--- src/rtl/sha256_block_sequencer.sv ---
// SHA-256 message sequencer: drives the padder, fetches padded blocks one by one,
// feeds them to the compression core, and publishes the chained digest.
module sha256_block_sequencer #(
    parameter int TIMEOUT_CYCLES = 1024,
    parameter int TMR_W          = 11
) (
    input  logic         iClk,
    input  logic         iRst_n,
    input  logic         iStart,
    output logic         oBusy,
    output logic         oDone,
    output logic         oError,
    output logic [255:0] oDigest,
    output logic         oPadEnable,
    output logic         oPadLoad,
    output logic [1:0]   oPadIdBlock,
    input  logic         iPadDone,
    input  logic         iPadDataValid,
    input  logic [511:0] iPadBlock,
    input  logic [1:0]   iPadNumBlock,
    output logic         oCoreStart,
    output logic         oCoreFirst,
    output logic [511:0] oCoreBlock,
    input  logic         iCoreDone,
    input  logic [255:0] iCoreDigest
);

    typedef enum logic [2:0] {
        IDLE       = 3'd0,
        PAD_WAIT   = 3'd1,
        LOAD_REQ   = 3'd2,
        LOAD_WAIT  = 3'd3,
        CORE_START = 3'd4,
        CORE_WAIT  = 3'd5,
        FINISH     = 3'd6,
        ERROR      = 3'd7
    } state_t;

    localparam logic [TMR_W-1:0] TIMEOUT_LAST = TMR_W'(TIMEOUT_CYCLES - 1);

    state_t             state,      nextState;
    logic [TMR_W-1:0]   timer,      nextTimer;
    logic [1:0]         blk,        nextBlk;
    logic [1:0]         nblk,       nextNblk;
    logic               busy,       nextBusy;
    logic               done,       nextDone;
    logic               error,      nextError;
    logic [255:0]       digest,     nextDigest;
    logic               padEnable,  nextPadEnable;
    logic               padLoad,    nextPadLoad;
    logic [1:0]         padIdBlock, nextPadIdBlock;
    logic               coreStart,  nextCoreStart;
    logic               coreFirst,  nextCoreFirst;
    logic [511:0]       coreBlock,  nextCoreBlock;
    logic               timedOut;
    logic               waitState;

    assign timedOut  = (timer == TIMEOUT_LAST);
    assign waitState = (state == PAD_WAIT) || (state == LOAD_WAIT) || (state == CORE_WAIT);

    // Next-state and next-output logic; every output is registered from these values.
    always_comb begin
        nextState      = state;
        nextTimer      = timer;
        nextBlk        = blk;
        nextNblk       = nblk;
        nextDone       = 1'b0;
        nextError      = 1'b0;
        nextDigest     = digest;
        nextPadEnable  = padEnable;
        nextPadLoad    = padLoad;
        nextPadIdBlock = padIdBlock;
        nextCoreStart  = 1'b0;
        nextCoreFirst  = coreFirst;
        nextCoreBlock  = coreBlock;
        case (state)
            IDLE: begin
                if (iStart) begin
                    nextState     = PAD_WAIT;
                    nextPadEnable = 1'b1;
                    nextBlk       = 2'd1;
                end else begin
                    nextState = IDLE;
                end
            end
            PAD_WAIT: begin
                if (iPadDone) begin
                    nextNblk = iPadNumBlock;
                    if (iPadNumBlock == 2'd0) begin
                        nextState = ERROR;
                        nextError = 1'b1;
                    end else begin
                        nextState = LOAD_REQ;
                    end
                end else if (timedOut) begin
                    nextState = ERROR;
                    nextError = 1'b1;
                end else begin
                    nextState = PAD_WAIT;
                end
            end
            LOAD_REQ: begin
                nextPadIdBlock = blk;
                nextPadLoad    = 1'b1;
                nextState      = LOAD_WAIT;
            end
            LOAD_WAIT: begin
                // Load drops together with the capture so the padder parks next cycle.
                if (iPadDataValid) begin
                    nextCoreBlock = iPadBlock;
                    nextPadLoad   = 1'b0;
                    nextCoreStart = 1'b1;
                    nextCoreFirst = (blk == 2'd1);
                    nextState     = CORE_START;
                end else if (timedOut) begin
                    nextState = ERROR;
                    nextError = 1'b1;
                end else begin
                    nextState = LOAD_WAIT;
                end
            end
            CORE_START: begin
                nextCoreFirst = 1'b0;
                nextState     = CORE_WAIT;
            end
            CORE_WAIT: begin
                if (iCoreDone) begin
                    if (blk == nblk) begin
                        nextDigest = iCoreDigest;
                        nextDone   = 1'b1;
                        nextState  = FINISH;
                    end else begin
                        nextBlk   = blk + 2'd1;
                        nextState = LOAD_REQ;
                    end
                end else if (timedOut) begin
                    nextState = ERROR;
                    nextError = 1'b1;
                end else begin
                    nextState = CORE_WAIT;
                end
            end
            FINISH: begin
                nextPadEnable = 1'b0;
                nextState     = IDLE;
            end
            ERROR: begin
                nextPadEnable = 1'b0;
                nextPadLoad   = 1'b0;
                nextState     = IDLE;
            end
            default: begin
                nextState     = IDLE;
                nextPadEnable = 1'b0;
                nextPadLoad   = 1'b0;
            end
        endcase

        if (nextState != state) begin
            nextTimer = {TMR_W{1'b0}};
        end else if (waitState) begin
            nextTimer = timer + {{(TMR_W-1){1'b0}}, 1'b1};
        end else begin
            nextTimer = timer;
        end
        nextBusy = (nextState != IDLE);
    end

    // State and output registers with synchronous active-low reset.
    always_ff @(posedge iClk) begin
        if (!iRst_n) begin
            state      <= IDLE;
            timer      <= {TMR_W{1'b0}};
            blk        <= 2'd0;
            nblk       <= 2'd0;
            busy       <= 1'b0;
            done       <= 1'b0;
            error      <= 1'b0;
            digest     <= {256{1'b0}};
            padEnable  <= 1'b0;
            padLoad    <= 1'b0;
            padIdBlock <= 2'd0;
            coreStart  <= 1'b0;
            coreFirst  <= 1'b0;
            coreBlock  <= {512{1'b0}};
        end else begin
            state      <= nextState;
            timer      <= nextTimer;
            blk        <= nextBlk;
            nblk       <= nextNblk;
            busy       <= nextBusy;
            done       <= nextDone;
            error      <= nextError;
            digest     <= nextDigest;
            padEnable  <= nextPadEnable;
            padLoad    <= nextPadLoad;
            padIdBlock <= nextPadIdBlock;
            coreStart  <= nextCoreStart;
            coreFirst  <= nextCoreFirst;
            coreBlock  <= nextCoreBlock;
        end
    end

    assign oBusy       = busy;
    assign oDone       = done;
    assign oError      = error;
    assign oDigest     = digest;
    assign oPadEnable  = padEnable;
    assign oPadLoad    = padLoad;
    assign oPadIdBlock = padIdBlock;
    assign oCoreStart  = coreStart;
    assign oCoreFirst  = coreFirst;
    assign oCoreBlock  = coreBlock;

endmodule

--- config.mk ---
export PLATFORM = sky130hd
export DESIGN_NAME = sha256_block_sequencer
export DESIGN_NICKNAME = d
export VERILOG_FILES = /design/src/rtl/sha256_block_sequencer.sv
export SDC_FILE = /design/constraint.sdc
export NUM_CORES = 2
export LEC_CHECK = 0
export CORE_AREA = 2 2 605 607
export DETAILED_ROUTE_END_ITERATION = 12
export DIE_AREA = 0 0 607 609
export DONT_BUFFER_PORTS = 1
export PLACE_DENSITY = 0.31
export SLEW_MARGIN = 5
export SYNTH_ARGS = -nofsm -noshare
export SYNTH_HDL_FRONTEND = slang
export SYNTH_SLANG_ARGS = --single-unit
--- constraint.sdc ---
create_clock -name iClk -period 2.5 [get_ports iClk]
set_input_delay 0.625 -clock iClk [delete_from_list [all_inputs] [get_ports iClk]]
set_output_delay 0.625 -clock iClk [all_outputs]
set_load 0.01 [all_outputs]
# Word level (Yosys, flattened, before mapping)
# Index checks and enable logic that the tools add are counted.
dict set report word_totals {
  mem_count 0
  regBits 795
  latch_bits 0
  wordCells 80
  mem_bits_rw 0
  mem_bits_ro 0
  in_bits 776
}
dict set report classes {
  add_sub_neg 2
  mux 28
  n_lt_le_gt_ge 0
  n_shift 0
  n_div 0
  n_eq_ne 15
  mul 0
  bitwise_logic 1
  n_reduce_logical 20
}
# operator n
set op_table {}
lappend op_table {{3-bit two-way mux} 7}
lappend op_table {{3-bit case mux with 7 select lines} 1}
lappend op_table {{3-bit == test (second input constant)} 4}
lappend op_table {{2-bit AND reduction} 6}
lappend op_table {{11-bit by 1-bit adder with 11-bit output (second input constant)} 1}
lappend op_table {{11-bit by 10-bit == test with 1-bit output (second input constant)} 1}
lappend op_table {{1-bit two-way mux} 11}
lappend op_table {{2-bit two-way mux} 4}
lappend op_table {{2-bit != test (second input constant)} 4}
lappend op_table {{3-bit by 2-bit == test with 1-bit output (second input constant)} 2}
lappend op_table {{1-bit case mux with 3 select lines} 2}
lappend op_table {{3-bit AND reduction} 2}
lappend op_table {{2-bit nonzero test} 3}
lappend op_table {{3-bit nonzero test} 2}
lappend op_table {{1-bit case mux with 2 select lines} 2}
lappend op_table {{2-bit case mux with 2 select lines} 1}
lappend op_table {{4-bit AND reduction} 1}
lappend op_table {{2-bit OR reduction} 2}
lappend op_table {{3-bit by 1-bit == test with 1-bit output (second input constant)} 1}
lappend op_table {{3-bit logical NOT} 1}
lappend op_table {{3-bit != test} 1}
lappend op_table {{2-bit by 1-bit adder with 2-bit output (second input constant)} 1}
lappend op_table {{2-bit by 1-bit == test with 1-bit output (second input constant)} 1}
lappend op_table {{2-bit == test} 1}
lappend op_table {{other kinds (3)} 4}

# Logic depth before layout (Yosys ltp)
dict set report logic_depth {
  word_depth 6
  depth_mapped 8
}

# Worst setup path before layout
# OpenSTA, ideal clock, no wires.
dict set report synth_path {
  path_kind {input to register}
  startpoint {input iPadNumBlock[1]}
  endpoint {register timer[0]}
  path_stages 6
  setup_slack_ns 0.586
  arrival_ns 1.788
  path_cell_list {o21a_1 a2111oi_1 nor4_1 o2111ai_2 buf_6 nor3_2}
}
dict set report synth_between {
  elab_chain_len 6
}
# element line_no
set synth_lines {}
lappend synth_lines {{start: declaration} 20} ;# input logic [1:0] iPadNumBlock,
lappend synth_lines {{2-bit logical NOT} 89} ;# if (iPadNumBlock == 2'd0) begin
lappend synth_lines {{3-bit two-way mux} 89}
lappend synth_lines {{3-bit two-way mux} 87} ;# if (iPadDone) begin
lappend synth_lines {{3-bit case mux with 7 select lines} 76} ;# case (state)
lappend synth_lines {{3-bit != test} 159} ;# if (nextState != state) begin
lappend synth_lines {{2-bit OR reduction (no source line)} n/a}
lappend synth_lines {{end signal: assignment} 173} ;# timer <= {TMR_W{1'b0}};
lappend synth_lines {{end signal: assignment} 188} ;# timer <= nextTimer;
lappend synth_lines {{end: declaration} 42} ;# logic [TMR_W-1:0] timer, nextTimer;
# Every way passes these cells.
# A chain may end at the register's enable or synchronous reset.

# Worst setup path after layout
dict set report layout_path {
  startpoint {register digest[198], in the netlist oDigest[198]}
  endpoint {output oDigest[198]}
}
# element line_no
set layout_rtl {}
lappend layout_rtl {{start: declaration} 48} ;# logic [255:0] digest, nextDigest;
lappend layout_rtl {{start signal: assignment} 179} ;# digest <= {256{1'b0}};
lappend layout_rtl {{start signal: assignment} 194} ;# digest <= nextDigest;
lappend layout_rtl {{end: declaration} 13} ;# output logic [255:0] oDigest,
# No word-level cell between the ends.

==> impl_metrics.xml <==
<?xml version="1.0" encoding="UTF-8"?>
<metrics>
  <group name="outcome">
    <metric name="outcome" unit="">finished, final reports clean</metric>
  </group>
  <group name="synthesis">
    <metric name="ys_dominant_reg_cell" unit="">dfxtp_1</metric>
    <metric name="yosys.area.top_type_share" unit="">0.571</metric>
    <metric name="postSynth.asyncResetShare" unit="">0</metric>
    <metric name="average_size_of_a_mapped_cell" unit="µm²">7.97</metric>
    <metric name="yosysSeqAreaShare" unit="">0.571</metric>
    <metric name="synth_nets" unit="">4276</metric>
    <metric name="ys.warnings.count" unit="">0</metric>
    <metric name="synthesis.area" unit="µm²">27900</metric>
    <metric name="synth_edf_count" unit="">0</metric>
    <metric name="synth_seq_cells" unit="">795</metric>
    <metric name="synth.largest_area_cell" unit="">dfxtp_1</metric>
    <metric name="ranking_of_synthesized_cells_by_area" unit="">dfxtp_1 57%, nand2_1 21%, a21oi_1 14%, clkbuf_1 1.5%, buf_6 1.5%</metric>
    <metric name="synth.lib_cells_used.distinct" unit="">47</metric>
    <metric name="netlist_instances" unit="">3498</metric>
  </group>
  <group name="timing">
    <metric name="post-route-worst-setup-slack" unit="ps">101</metric>
    <metric name="clock-skew-final" unit="ps">63.7</metric>
    <metric name="finalHoldViolations" unit="">0</metric>
    <metric name="max_slew_headroom" unit="">0.380</metric>
    <metric name="finalCriticalPeriod" unit="ps">2400</metric>
    <metric name="achievable-frequency" unit="GHz">0.417</metric>
    <metric name="period_share" unit="">0.959</metric>
    <metric name="grt_setup_unrepaired" unit="">false</metric>
    <metric name="timing.setup.tns" unit="ps">0</metric>
    <metric name="final_setup_fails" unit="">0</metric>
    <metric name="worst_pin_slew" unit="ps">928</metric>
    <metric name="slew_viol_final" unit="">0</metric>
  </group>
  <group name="die">
    <metric name="fp.dieArea" unit="µm²">370000</metric>
    <metric name="horizontal_die_dimension" unit="µm">607</metric>
    <metric name="start_util" unit="">0.0766</metric>
    <metric name="top_level_ports" unit="">1553</metric>
    <metric name="die_h" unit="µm">609</metric>
    <metric name="floorplan.core_area" unit="µm²">364000</metric>
    <metric name="core.rowCount" unit="">222</metric>
  </group>
  <group name="setup_path">
    <metric name="timing_worst_setup_path_type" unit="">reg -&gt; out</metric>
    <metric name="worst-endpoint-arrival" unit="ps">1770</metric>
    <metric name="worst_setup_path_start_kind" unit="">flip-flop</metric>
    <metric name="critical_path_peak_fanout" unit="">2</metric>
    <metric name="end_kind" unit="">output pin</metric>
    <metric name="critical_path_required_time" unit="ps">1880</metric>
  </group>
  <group name="clock_network">
    <metric name="post-cts-setup-buffer-count" unit="">0</metric>
    <metric name="clock_sink_count" unit="">795</metric>
    <metric name="total_clock_buffers_created_by_cts" unit="">117</metric>
    <metric name="clk_pin_slew" unit="ps">60</metric>
    <metric name="clockRootBuffer" unit="">clkbuf_16</metric>
    <metric name="tritoncts" unit="">done</metric>
    <metric name="clk_latency" unit="ps">910</metric>
    <metric name="worst_case_clock_buffer_depth" unit="">4</metric>
    <metric name="cts.htree.levels" unit="">3</metric>
  </group>
  <group name="global_routing">
    <metric name="grt-ovfl-total" unit="">0</metric>
    <metric name="track_usage" unit="">0.152</metric>
    <metric name="number_of_global_route_vias_before_repair" unit="">27900</metric>
    <metric name="grt_first_pass_wirelength" unit="µm">353000</metric>
    <metric name="grt_max_degree" unit="">111</metric>
    <metric name="antenna_found_initial" unit="">267</metric>
  </group>
  <group name="pwr">
    <metric name="powerDensity" unit="nW/µm²">732</metric>
    <metric name="power.net_switching" unit="W">0.00875</metric>
    <metric name="internal_power" unit="W">0.0245</metric>
    <metric name="relative_contribution_of_sequential_cells_to_total_power" unit="">0.399</metric>
    <metric name="share_comb_of_total_power" unit="">0.066</metric>
    <metric name="power.switching_fraction" unit="">0.263</metric>
    <metric name="leakage" unit="nW">13.9</metric>
    <metric name="vdd.ir_drop.worst" unit="mV">0.500</metric>
    <metric name="power.share.clock" unit="">0.535</metric>
  </group>
  <group name="drt">
    <metric name="highest_layer" unit="">met5</metric>
    <metric name="drt-total-wl" unit="µm">293000</metric>
    <metric name="detail_route.drc_violations" unit="">0</metric>
    <metric name="wire_per_inst" unit="µm">31.8</metric>
    <metric name="route.detailed.vias_per_inst" unit="">3.13</metric>
    <metric name="drt-pass1-iter-count" unit="">5</metric>
    <metric name="dr_wl_met3" unit="µm">51200</metric>
    <metric name="wirelength_met1" unit="µm">97700</metric>
    <metric name="initialDrtViolationCount" unit="">1934</metric>
    <metric name="vias" unit="">28800</metric>
    <metric name="route.met2.wl" unit="µm">135000</metric>
    <metric name="final_antenna_net_count" unit="">0</metric>
  </group>
  <group name="final_layout">
    <metric name="fin_util" unit="">0.125</metric>
    <metric name="area_growth_syn_to_fin" unit="%">63.2</metric>
    <metric name="finish.net_count" unit="">4984</metric>
    <metric name="layout_cell_share_with_drive_strength_beyond_1" unit="">0.0687</metric>
    <metric name="finalNonFillerCells" unit="">9196</metric>
    <metric name="final.fill_count" unit="">41900</metric>
  </group>
  <group name="job">
    <metric name="max_capacitance_violation_count" unit="">0</metric>
  </group>
  <group name="place">
    <metric name="dp_wirelength" unit="µm">255000</metric>
    <metric name="finalWeightedCongestion" unit="">0.923</metric>
    <metric name="port_buffers" unit="">0</metric>
    <metric name="place_inst" unit="">8131</metric>
    <metric name="place_ws" unit="ps">138</metric>
  </group>
  <group name="hold_path">
    <metric name="holdCritPathClass" unit="">in -&gt; reg</metric>
  </group>
</metrics>
## flip-flops by register name (all words and copies together), names as in the netlist
| name | count |
|---|---|
| oBusy | 1 |
| state | 3 |
| oDone | 1 |
| oPadIdBlock | 2 |
| oCoreBlock | 512 |
| oCoreStart | 1 |
| oPadLoad | 1 |
| timer | 11 |
| nblk | 2 |
| oError | 1 |
| oCoreFirst | 1 |
| oPadEnable | 1 |
| blk | 2 |
| oDigest | 256 |
## final timing paths
check / endpoint / cells past startpoint / startpoint / slack (ps)
setup / recovery: oDigest[198] / 0 / oDigest[198] / 100
setup reg to reg: oCoreBlock[405] / 7 / state[0] / 210
hold / removal: state[0] / 4 / iStart / 110
hold reg to reg: oCoreBlock[352] / 2 / oCoreBlock[352] / 500
## power groups by stage
stage	sequential (W)	combinational [W]	clock, W
floorplan	0.0132	0.000580	0
global placement	0.0136	0.000834	0
detailed placement	0.0136	0.000846	0
CTS	0.0133	0.00227	0.0186
global route	0.0133	0.00234	0.0189
finish	0.0133	0.00219	0.0178
## routing by layer
layer,vias up,track usage
li1,12800,-
met1,13700,0.149
met2,1647,0.252
met3,602,0.115
met4,38,0.0336
met5,-,0
## stage by stage
stage	hold slack [ps]	area (µm²)	total power [W]
after global routing	60.4	45400	0.0345
after CTS	2.56	45200	0.0341
after floorplan	471	27900	0.0138
after detailed placement	497	33500	0.0144
after global placement	489	33500	0.0144
final	112	45500	0.0333
## cells in the final DEF, fill, tap and decap left out, types with 8 or more instances in the layout
master	count
buf_12	37
buf_4	42
a21oi_1	775
nor2_1	23
clkbuf_16	117
diode_2	85
inv_6	8
nand2_1	1556
clkinv_2	19
clkbuf_1	10
clkinvlp_4	8
dlygate4sd3_1	772
clkbuf_8	25
bufinv_16	13
dfxtp_1	795
## cell usage after synthesis, types with 3 or more instances
master / instances
a21oi_1: 775
buf_1: 7
buf_2: 82
buf_4: 24
buf_6: 37
clkbuf_1: 111
dfxtp_1: 795
mux2i_1: 5
nand2_1: 1556
nand2b_1: 5
nand3_1: 5
nand4_1: 3
nand4b_1: 3
nor2_1: 23
nor3_1: 5
nor3_2: 7
o21a_1: 3
o21ai_0: 7
xnor2_1: 3
xor2_1: 6
## logic make-up after synthesis
| logic type | share of synthesized area |
|---|---|
| xor gates and xnor gates | 0.00400 |
| DFF | 0.571 |
| adders and majority gates | 0.000898 |
| AOI/OAI and AO/OA | 0.145 |
| and+or+nand+nor | 0.224 |
| muxes | 0.00180 |
| buffers and inverters | 0.0530 |
## area by class of cell
| cell class | count | area (µm²) | area share |
|---|---|---|---|
| Sequential cell | 795 | 15900 | 0.350 |
| Multi-Input combinational cell | 2437 | 10500 | 0.231 |
| Timing Repair Buffer | 852 | 8790 | 0.193 |
| Tap cell | 4816 | 6030 | 0.133 |
| Clock buffer | 152 | 3310 | 0.0728 |
| Clock inverter | 56 | 699 | 0.0154 |
| Antenna cell | 85 | 213 | 0.00468 |
| Inverter | 3 | 18.8 | 0.000413 |
## repair_timing
item | 4_1_cts | 5_1_grt
setup endpoints to repair | 0 | 11
hold endpoints to repair | 779 | 0
hold buffers | 772 | 0
gates resized for setup | 0 | 2
(Power assumes the default switching activity.)
